### config.mk
export PLATFORM = sky130hd
export DESIGN_NAME = mine_placer
export DESIGN_NICKNAME = d
export VERILOG_FILES = /design/src/rtl/mine_placer.sv
export SDC_FILE = /design/constraint.sdc
export NUM_CORES = 1
export LEC_CHECK = 0
export BUFFER_PORTS_ARGS = -buffer_cell sky130_fd_sc_hd__clkbuf_2
export CORE_MARGIN = 2
export CORE_UTILIZATION = 38
export DETAILED_ROUTE_END_ITERATION = 7
export PLACE_DENSITY = 0.57
export SLEW_MARGIN = 15
export SYNTH_ARGS = -nofsm -noshare
export SYNTH_HDL_FRONTEND = slang
export SYNTH_SLANG_ARGS = --single-unit
### constraint.sdc
create_clock -name clk -period 3.9 [get_ports clk]
set_clock_uncertainty 0.05 [all_clocks]
set_input_delay 0 -clock clk [delete_from_list [all_inputs] [get_ports clk]]
set_output_delay 0 -clock clk [all_outputs]
set_load 0.05 [all_outputs]
### src/rtl/mine_placer.sv
// mine_placer: LFSR-driven mine-field generator.
// Places MINES distinct mines on a COLS x ROWS board, skipping the safe cell.
module mine_placer #(
  parameter int COLS  = 16,
  parameter int ROWS  = 16,
  parameter int MINES = 40
) (
  input  logic        clk,
  input  logic        rst,
  input  logic [15:0] entropy,
  input  logic        start,
  input  logic [3:0]  safe_x,
  input  logic [3:0]  safe_y,
  input  logic [3:0]  rd_x,
  input  logic [3:0]  rd_y,
  output logic        rd_mine,
  output logic        busy,
  output logic        done,
  output logic [7:0]  mine_count
);

  localparam int N  = COLS * ROWS;
  localparam int IW = (N > 1) ? $clog2(N) : 1;

  typedef enum logic [1:0] {
    IDLE,
    SEED,
    GEN,
    FIN
  } state_t;

  state_t          state;
  logic [15:0]     seed;
  logic [15:0]     lfsr;
  logic [3:0]      sx;
  logic [3:0]      sy;
  logic [N-1:0]    bitmap;

  logic [3:0]      cx;
  logic [3:0]      cy;
  logic            c_in;
  logic            c_safe;
  logic [IW-1:0]   c_idx;
  logic            accept;
  logic            last;
  logic [15:0]     lfsr_nx;
  logic            rd_in;
  logic [IW-1:0]   rd_idx;

  assign cx      = lfsr[3:0];
  assign cy      = lfsr[7:4];
  assign c_in    = (int'(cx) < COLS) && (int'(cy) < ROWS);
  assign c_safe  = (cx == sx) && (cy == sy);
  assign c_idx   = IW'(int'(cy) * COLS + int'(cx));
  assign accept  = c_in && !c_safe && !bitmap[c_idx];
  assign last    = (mine_count == 8'(MINES - 1));
  assign lfsr_nx = {1'b0, lfsr[15:1]}
                 ^ (lfsr[0] ? 16'hB400 : 16'h0000);

  // Out-of-board reads return 0 regardless of bitmap contents.
  assign rd_in   = (int'(rd_x) < COLS) && (int'(rd_y) < ROWS);
  assign rd_idx  = IW'(int'(rd_y) * COLS + int'(rd_x));
  assign rd_mine = rd_in ? bitmap[rd_idx] : 1'b0;

  // Control FSM, LFSR and bitmap; reset aborts any run.
  always_ff @(posedge clk) begin
    if (rst) begin
      state      <= IDLE;
      busy       <= 1'b0;
      done       <= 1'b0;
      mine_count <= 8'd0;
      bitmap     <= '0;
      lfsr       <= 16'h0001;
      seed       <= 16'h0000;
      sx         <= 4'd0;
      sy         <= 4'd0;
    end else begin
      unique case (state)
        IDLE: begin
          if (start) begin
            seed       <= entropy;
            sx         <= safe_x;
            sy         <= safe_y;
            bitmap     <= '0;
            mine_count <= 8'd0;
            busy       <= 1'b1;
            state      <= SEED;
          end
        end
        SEED: begin
          lfsr  <= (seed == 16'h0000) ? 16'h0001 : seed;
          state <= GEN;
        end
        GEN: begin
          lfsr <= lfsr_nx;
          if (accept) begin
            bitmap[c_idx] <= 1'b1;
            mine_count    <= mine_count + 8'd1;
            if (last) begin
              busy  <= 1'b0;
              done  <= 1'b1;
              state <= FIN;
            end
          end
        end
        FIN: begin
          done  <= 1'b0;
          state <= IDLE;
        end
        default: state <= IDLE;
      endcase
    end
  end

endmodule

==> metrics.yaml, run 1 <==
drt:
  first_pass_iters: 5
  drtIter0Drc: 1034
  drc_errors: 0
  drt-total-wl_um: 44000
  ant_nets: 0
  vias: 12100
  drt-vias-per-instance: 5.80
  avgRoutedWirePerCell_um: 21.2
grt:
  globalRouteOverflowTotal: 0
  grt_max_degree: 123
  grt_usage: 0.215
  grt_pass1_vias: 11600
  antenna_found_initial: 1
  grt_pass1_wl_um: 68800
floorplan:
  ios: 46
  die_x_um: 202
  dieHeight_um: 202
  core_sq_um: 38600
  rows: 72
  start_util: 0.385
  die-area_sq_um: 40600
power_and_ir_drop:
  seqPwrFrac: 0.372
  sw_frac_of_total: 0.347
  p_comb_frac: 0.279
  power.internal_mw: 6.15
  power_density_nw_per_um2: 549
  ir_drop_mv: 0.392
  switchingPower_mw: 3.27
  p_leak_nw: 5.90
  clkPwrFrac: 0.349
synth:
  yosysMostFrequentCell: "nand2_1"
  netlist_top_cells_count: "333 x nand2_1, 308 x dfxtp_1, 205 x o21ai_0"
  yosys_warnings: 0
  postSynthRegisterBits: 308
  synth_flop_cell: "dfxtp_1"
  async_flop_share: 0
  synth_top_area_share: 0.416
  yosysUniqueCellTypes: 59
  netlist_area_sq_um: 14800
  synth_nets: 1532
  synth_edf_count: 0
  yosysTopAreaCell: "dfxtp_1"
  ys_top_cells_by_area: "dfxtp_1 42%, mux4_2 20%, nand2_1 8.4%"
  seq_area_frac_synth: 0.416
  syn_avg_cell_area_sq_um: 9.94
  synth_cells: 1492
worst_setup_path:
  cp-start-kind: "register"
  critPathRequiredTime_ps: 4280
  path_cells: "buf_4, and2_1, a22o_1, a211oi_1, or3_1, nor4_2, buf_4, a31oi_2, or4_1, o21ai_0"
  cpMostUsedCell: "buf_4"
  crit_arrival_ps: 4030
  reg2reg_setup_slack_ps: 250
  r2r_cells: 10
  cp_slowest_cell: "or4_1"
  worstSetupEndpointType: "register"
  worst_path_largest_cell_delay_ps: 740
  cp_max_fo: 16
  critPathKind: "reg2reg"
job:
  maxCapViolCount: 0
worst_hold_path:
  worstHoldPathType: "in2reg"
  min_delay_path_depth: 4
sta:
  drv_slew: 0
  final-setup-viol-count: 0
  max_slew.worst_pin.slew_ps: 929
  rsz0062_at_grt: "no"
  fmax_mhz: 274
  finalHoldViolations: 0
  slew_headroom: 0.378
  fin_crit_ps: 3650
  fin_crit_sh: 0.935
  tns_ps: 0
clock_tree:
  cts.htree.levels: 2
  clockBufferDepth: 3
  cts_root_buf: "clkbuf_16"
  insertion_delay_ps: 520
  post_cts_resized: 0
  clk_pin_slew_ps: 60
  numCtsBuffers: 36
  cts.sinks: 308
  cts_tree: "built"
placement:
  post-place-cells: 1988
  io_buffers: 45
  routabilityCongestion: 0.827
  hpwl_um: 29500
status:
  status: "complete, no violations"
finish:
  fill_cells: 3685
  final_layout_size_suffix_gt1_frac: 0.206
  post-route-util: 0.445
  final_cells: 2079
  area_growth_pct: 15.6
  layout.nets: 1576
  antennaDiodeCount: 0
## path summary, 6_finish.rpt
check | start | to
hold / removal | safe_y[2] | sy[2]
hold reg to reg | seed[0] | seed[0]
setup reg to reg | lfsr[0] | bitmap[251]
setup / recovery | lfsr[0] | bitmap[251]
## cell families after synthesis
logic type,synth area share
and+or+nand+nor,0.142
AOI/OAI and AO/OA,0.153
DFF,0.416
muxes,0.238
buffers and inverters,0.0407
xor gates and xnor gates,0.00650
adders and majority gates,0.00422
## per-stage QoR
step	hold WS (ps)	power, mW	setup slack, ps	area (sq um)
final	212	9.42	254	17200
after global routing	215	9.84	3.57	17200
after CTS	184	9.43	124	17100
after detailed placement	180	6.11	160	15700
after global placement	173	6.08	194	15700
after floorplan	86.0	5.25	622	14800
## placed cells by master, fill, tap and decap left out, drive strengths merged, types with 26 or more instances in the layout
cell type	instances
nor2	56
buf	65
mux4	134
a22o	51
dfxtp	308
dlygate4sd3	26
clkbuf	95
a21oi	37
nand2	333
o21ai	215
mux2i	45
## power groups by stage
stage          clock network, mW  logic (mW)  registers (mW)
6_report                    3.29        2.63            3.50
5_1_grt                     3.49        2.82            3.53
4_1_cts                     3.36        2.54            3.52
3_5_place_dp                   0        2.52            3.59
3_3_place_gp                   0        2.50            3.59
2_1_floorplan                  0        1.78            3.47
## per-layer routing
layer | track usage | vias to the layer above | share of wire
met2 | 0.338 | 413 | 0.46
met1 | 0.302 | 5975 | 0.45
met4 | 0.0638 | 2 | 0.027
met3 | 0.0394 | 84 | 0.068
li1 | - | 5576 | -
met5 | 0 | - | 0.00027
## critical path: cells and delay by family, from the launching register on
kind                   cells  cell delay (ps)
AND/OR/NAND/NOR            4             1770
AO/OA/AOI/OAI              4              630
flip-flops                 1              580
buffers and inverters      2              510
## state kept, by name (all words and copies together) (netlist names)
| register | flops |
|---|---|
| bitmap | 256 |
| busy | 1 |
| done | 1 |
| lfsr | 16 |
| mine_count | 8 |
| seed | 16 |
| state | 2 |
| sx | 4 |
| sy | 4 |
## cell type report
type	count	area, sq um	area share
Clock inverter	11	105	0.00613
Inverter	8	30.0	0.00175
Multi-Input combinational cell	1048	8080	0.471
Clock buffer	52	1040	0.0608
Tap cell	518	648	0.0378
Timing Repair Buffer	134	1070	0.0625
Sequential cell	308	6170	0.360
## what timing repair did
item | 4_1_cts | 5_1_grt
endpoints found under the hold margin | 29 | 0
hold buffers | 26 | 0
buffers inserted | 0 | 2
endpoints found under the setup margin | 0 | 18
Power figures use the tool's default switching activity.
==> run 2, diff against run 1 <==
- PLACE_DENSITY: 0.57 -> 0.59
- clock period: 3.9 -> 3 ns (I/O delays scaled with it)
==> metrics.yaml, run 2 (synthesis results as in run 1) <==
status:
  status: "complete, but fails checks"  # was complete, no violations
  violations: "setup timing"
sta:
  finalHoldViolations: 0  # unchanged
  fin_crit_sh: 1.12  # was 0.935
  drv_slew: 0  # unchanged
  final-setup-viol-count: 269  # was 0
  fmax_mhz: 297  # was 274 MHz
  slew_headroom: 0.469  # was 0.378
  fin_crit_ps: 3360  # was 3650 ps
  max_slew.worst_pin.slew_ps: 793  # was 929 ps
  rsz0062_at_grt: "yes"  # was no
  fin_ws_ps: -364  # was 254 ps
  tns_ps: -65880  # was 0 ps
finish:
  top_regs: "bitmap x256, lfsr x16, seed x16"  # unchanged
  area_growth_pct: 26.7  # was 15.6%
  final_cells: 2181  # was 2079
  final_common_cell: "nand2_1"  # unchanged
  multiInputGateArea_sq_um: 8440  # was 8080 sq um
  final_cell_mix: "332 x nand2_1, 306 x dfxtp_1, 134 x mux4_2"  # was 333 x nand2_1, 306 x dfxtp_1, 205 x o21ai_0
  fill_cells: 3564  # was 3685
  largest-register: "bitmap"  # unchanged
  final_layout_size_suffix_gt1_frac: 0.307  # was 0.206
  seq_area_sq_um: 6170  # unchanged
  layout.nets: 1679  # was 1576
  antennaDiodeCount: 0  # unchanged
  largest_register_ffs: 256  # unchanged
power_and_ir_drop:
  p_comb_frac: 0.327  # was 0.279
  clkPwrFrac: 0.343  # was 0.349
  ir_drop_mv: 0.750  # was 0.392 mV
  power_density_nw_per_um2: 721  # was 549 nW/um^2
  seqPwrFrac: 0.330  # was 0.372
  power.internal_mw: 8.91  # was 6.15 mW
  switchingPower_mw: 4.64  # was 3.27 mW
  p_leak_nw: 6.69  # was 5.90 nW
  sw_frac_of_total: 0.342  # was 0.347
drt:
  vias: 12600  # was 12100
  drtIter0Drc: 848  # was 1034
  ant_nets: 0  # unchanged
  drt-total-wl_um: 46300  # was 44000 um
  drt-vias-per-instance: 5.76  # was 5.80
  avgRoutedWirePerCell_um: 21.2  # about the same
  first_pass_iters: 6  # was 5
  drc_errors: 0  # unchanged
clock_tree:
  insertion_delay_ps: 530  # was 520 ps
  cts_tree: "built"  # unchanged
  cts.htree.levels: 2  # unchanged
  clockBufferDepth: 3  # unchanged
  clk_pin_slew_ps: 60  # about the same
  numCtsBuffers: 38  # was 36
  cts.sinks: 308  # unchanged
  cts_root_buf: "clkbuf_16"  # unchanged
placement:
  hpwl_um: 30900  # was 29500 um
  io_buffers: 45  # unchanged
  routabilityCongestion: 0.868  # was 0.827
  post-place-cells: 2066  # was 1988
  dp_slack_ps: -490  # was 160 ps
worst_setup_path:
  worstSetupEndpointType: "register"  # unchanged
  crit_arrival_ps: 3770  # was 4030 ps
  cpMostUsedCell: "buf_6"  # was buf_4
  critPathKind: "reg2reg"  # unchanged
  path_cells: "buf_12, mux4_2, mux4_2, nor2b_4, a211o_1, a31oi_4, buf_6, a31o_4, buf_6, nand4_1, buf_6, o21ai_2"  # was buf_4, and2_1, a22o_1, a211oi_1, or3_1, nor4_2, buf_4, a31oi_2, or4_1, o21ai_0
  critPathRequiredTime_ps: 3400  # was 4280 ps
  cp_max_fo: 7  # was 16
  cp_slowest_cell: "mux4_2"  # was or4_1
  cp-start-kind: "register"  # unchanged
  worst_path_largest_cell_delay_ps: 530  # was 740 ps
floorplan:
  rows: 72  # unchanged
  die_x_um: 202  # unchanged
  start_util: 0.385  # unchanged
  dieHeight_um: 202  # unchanged
  ios: 46  # unchanged
  die-area_sq_um: 40600  # unchanged
  core_sq_um: 38600  # unchanged
grt:
  antenna_found_initial: 1  # unchanged
  grt_max_degree: 117  # was 123
  globalRouteOverflowTotal: 0  # unchanged
  grt_pass1_vias: 12500  # was 11600
  grtUsageMet3: 0.0454  # was 0.0394
  grtUsageMet2: 0.365  # was 0.338
  grt_usage: 0.227  # was 0.215
  grt_util_met1: 0.308  # was 0.302
  grt_most_used_layer: "met2"  # unchanged
  grt_pass1_wl_um: 72500  # was 68800 um
job:
  maxCapViolCount: 0  # unchanged
worst_hold_path:
  worstHoldPathType: "in2reg"  # unchanged
run 2: routing by layer:
layer,wire length [um],share of wire,vias up
met1,19900,0.43,6154
met3,3500,0.075,100
li1,-,-,5816
met4,1280,0.028,2
met2,21600,0.47,480
met5,11,0.00024,-
run 2: timing repair:
item | 4_1_cts | 5_1_grt
resized for setup | 164 | 107
setup buffers | 14 | 4
endpoints found under the hold margin | 30 | 0
gates cloned | 6 | 3
setup endpoints to repair | 269 | 269
hold buffers | 26 | 0
pin swaps | 54 | 38
run 2: power groups by stage:
stage | clock [mW] | combinational [mW] | sequential, mW
floorplan | 0 | 2.36 | 4.51
global placement | 0 | 3.80 | 4.55
detailed placement | 0 | 3.82 | 4.56
CTS | 4.71 | 4.30 | 4.46
global route | 4.89 | 4.72 | 4.49
finish | 4.65 | 4.43 | 4.47
run 2: cell type report:
class,count,share of cell area
clock inverter,12,0.00892
inverter,8,0.00160
timing repair buffer,235,0.119
clock buffer,52,0.0582
sequential,308,0.328
tap,518,0.0345
multi-input combinational,1048,0.449
run 2: worst max-delay path, delay by kind of cell (launching register included):
| family | cells | cell delay [ps] |
|---|---|---|
| buffers and inverters | 4 | 630 |
| flip-flops | 1 | 400 |
| multiplexers | 2 | 1060 |
| AND/OR/NAND/NOR | 2 | 340 |
| AO/OA/AOI/OAI | 4 | 820 |
run 2: through the flow:
step	power (mW)	util	area, sq um	hold WS (ps)
CTS	13.5	0.480	18500	184
global placement	8.35	0.428	16500	174
global route	14.1	0.488	18800	220
detailed placement	8.38	0.428	16500	179
floorplan	6.87	-	14900	86.0
finish	13.6	0.488	18800	204
run 2: worst paths after layout:
kind	startpoint	end	slack (ps)	cells after the start
worst max-delay path	lfsr[0]	bitmap[83]	-360	12
worst min-delay path	entropy[13]	seed[13]	200	4
worst max register to register	lfsr[0]	bitmap[83]	-360	12
worst min register to register	bitmap[125]	bitmap[125]	410	2
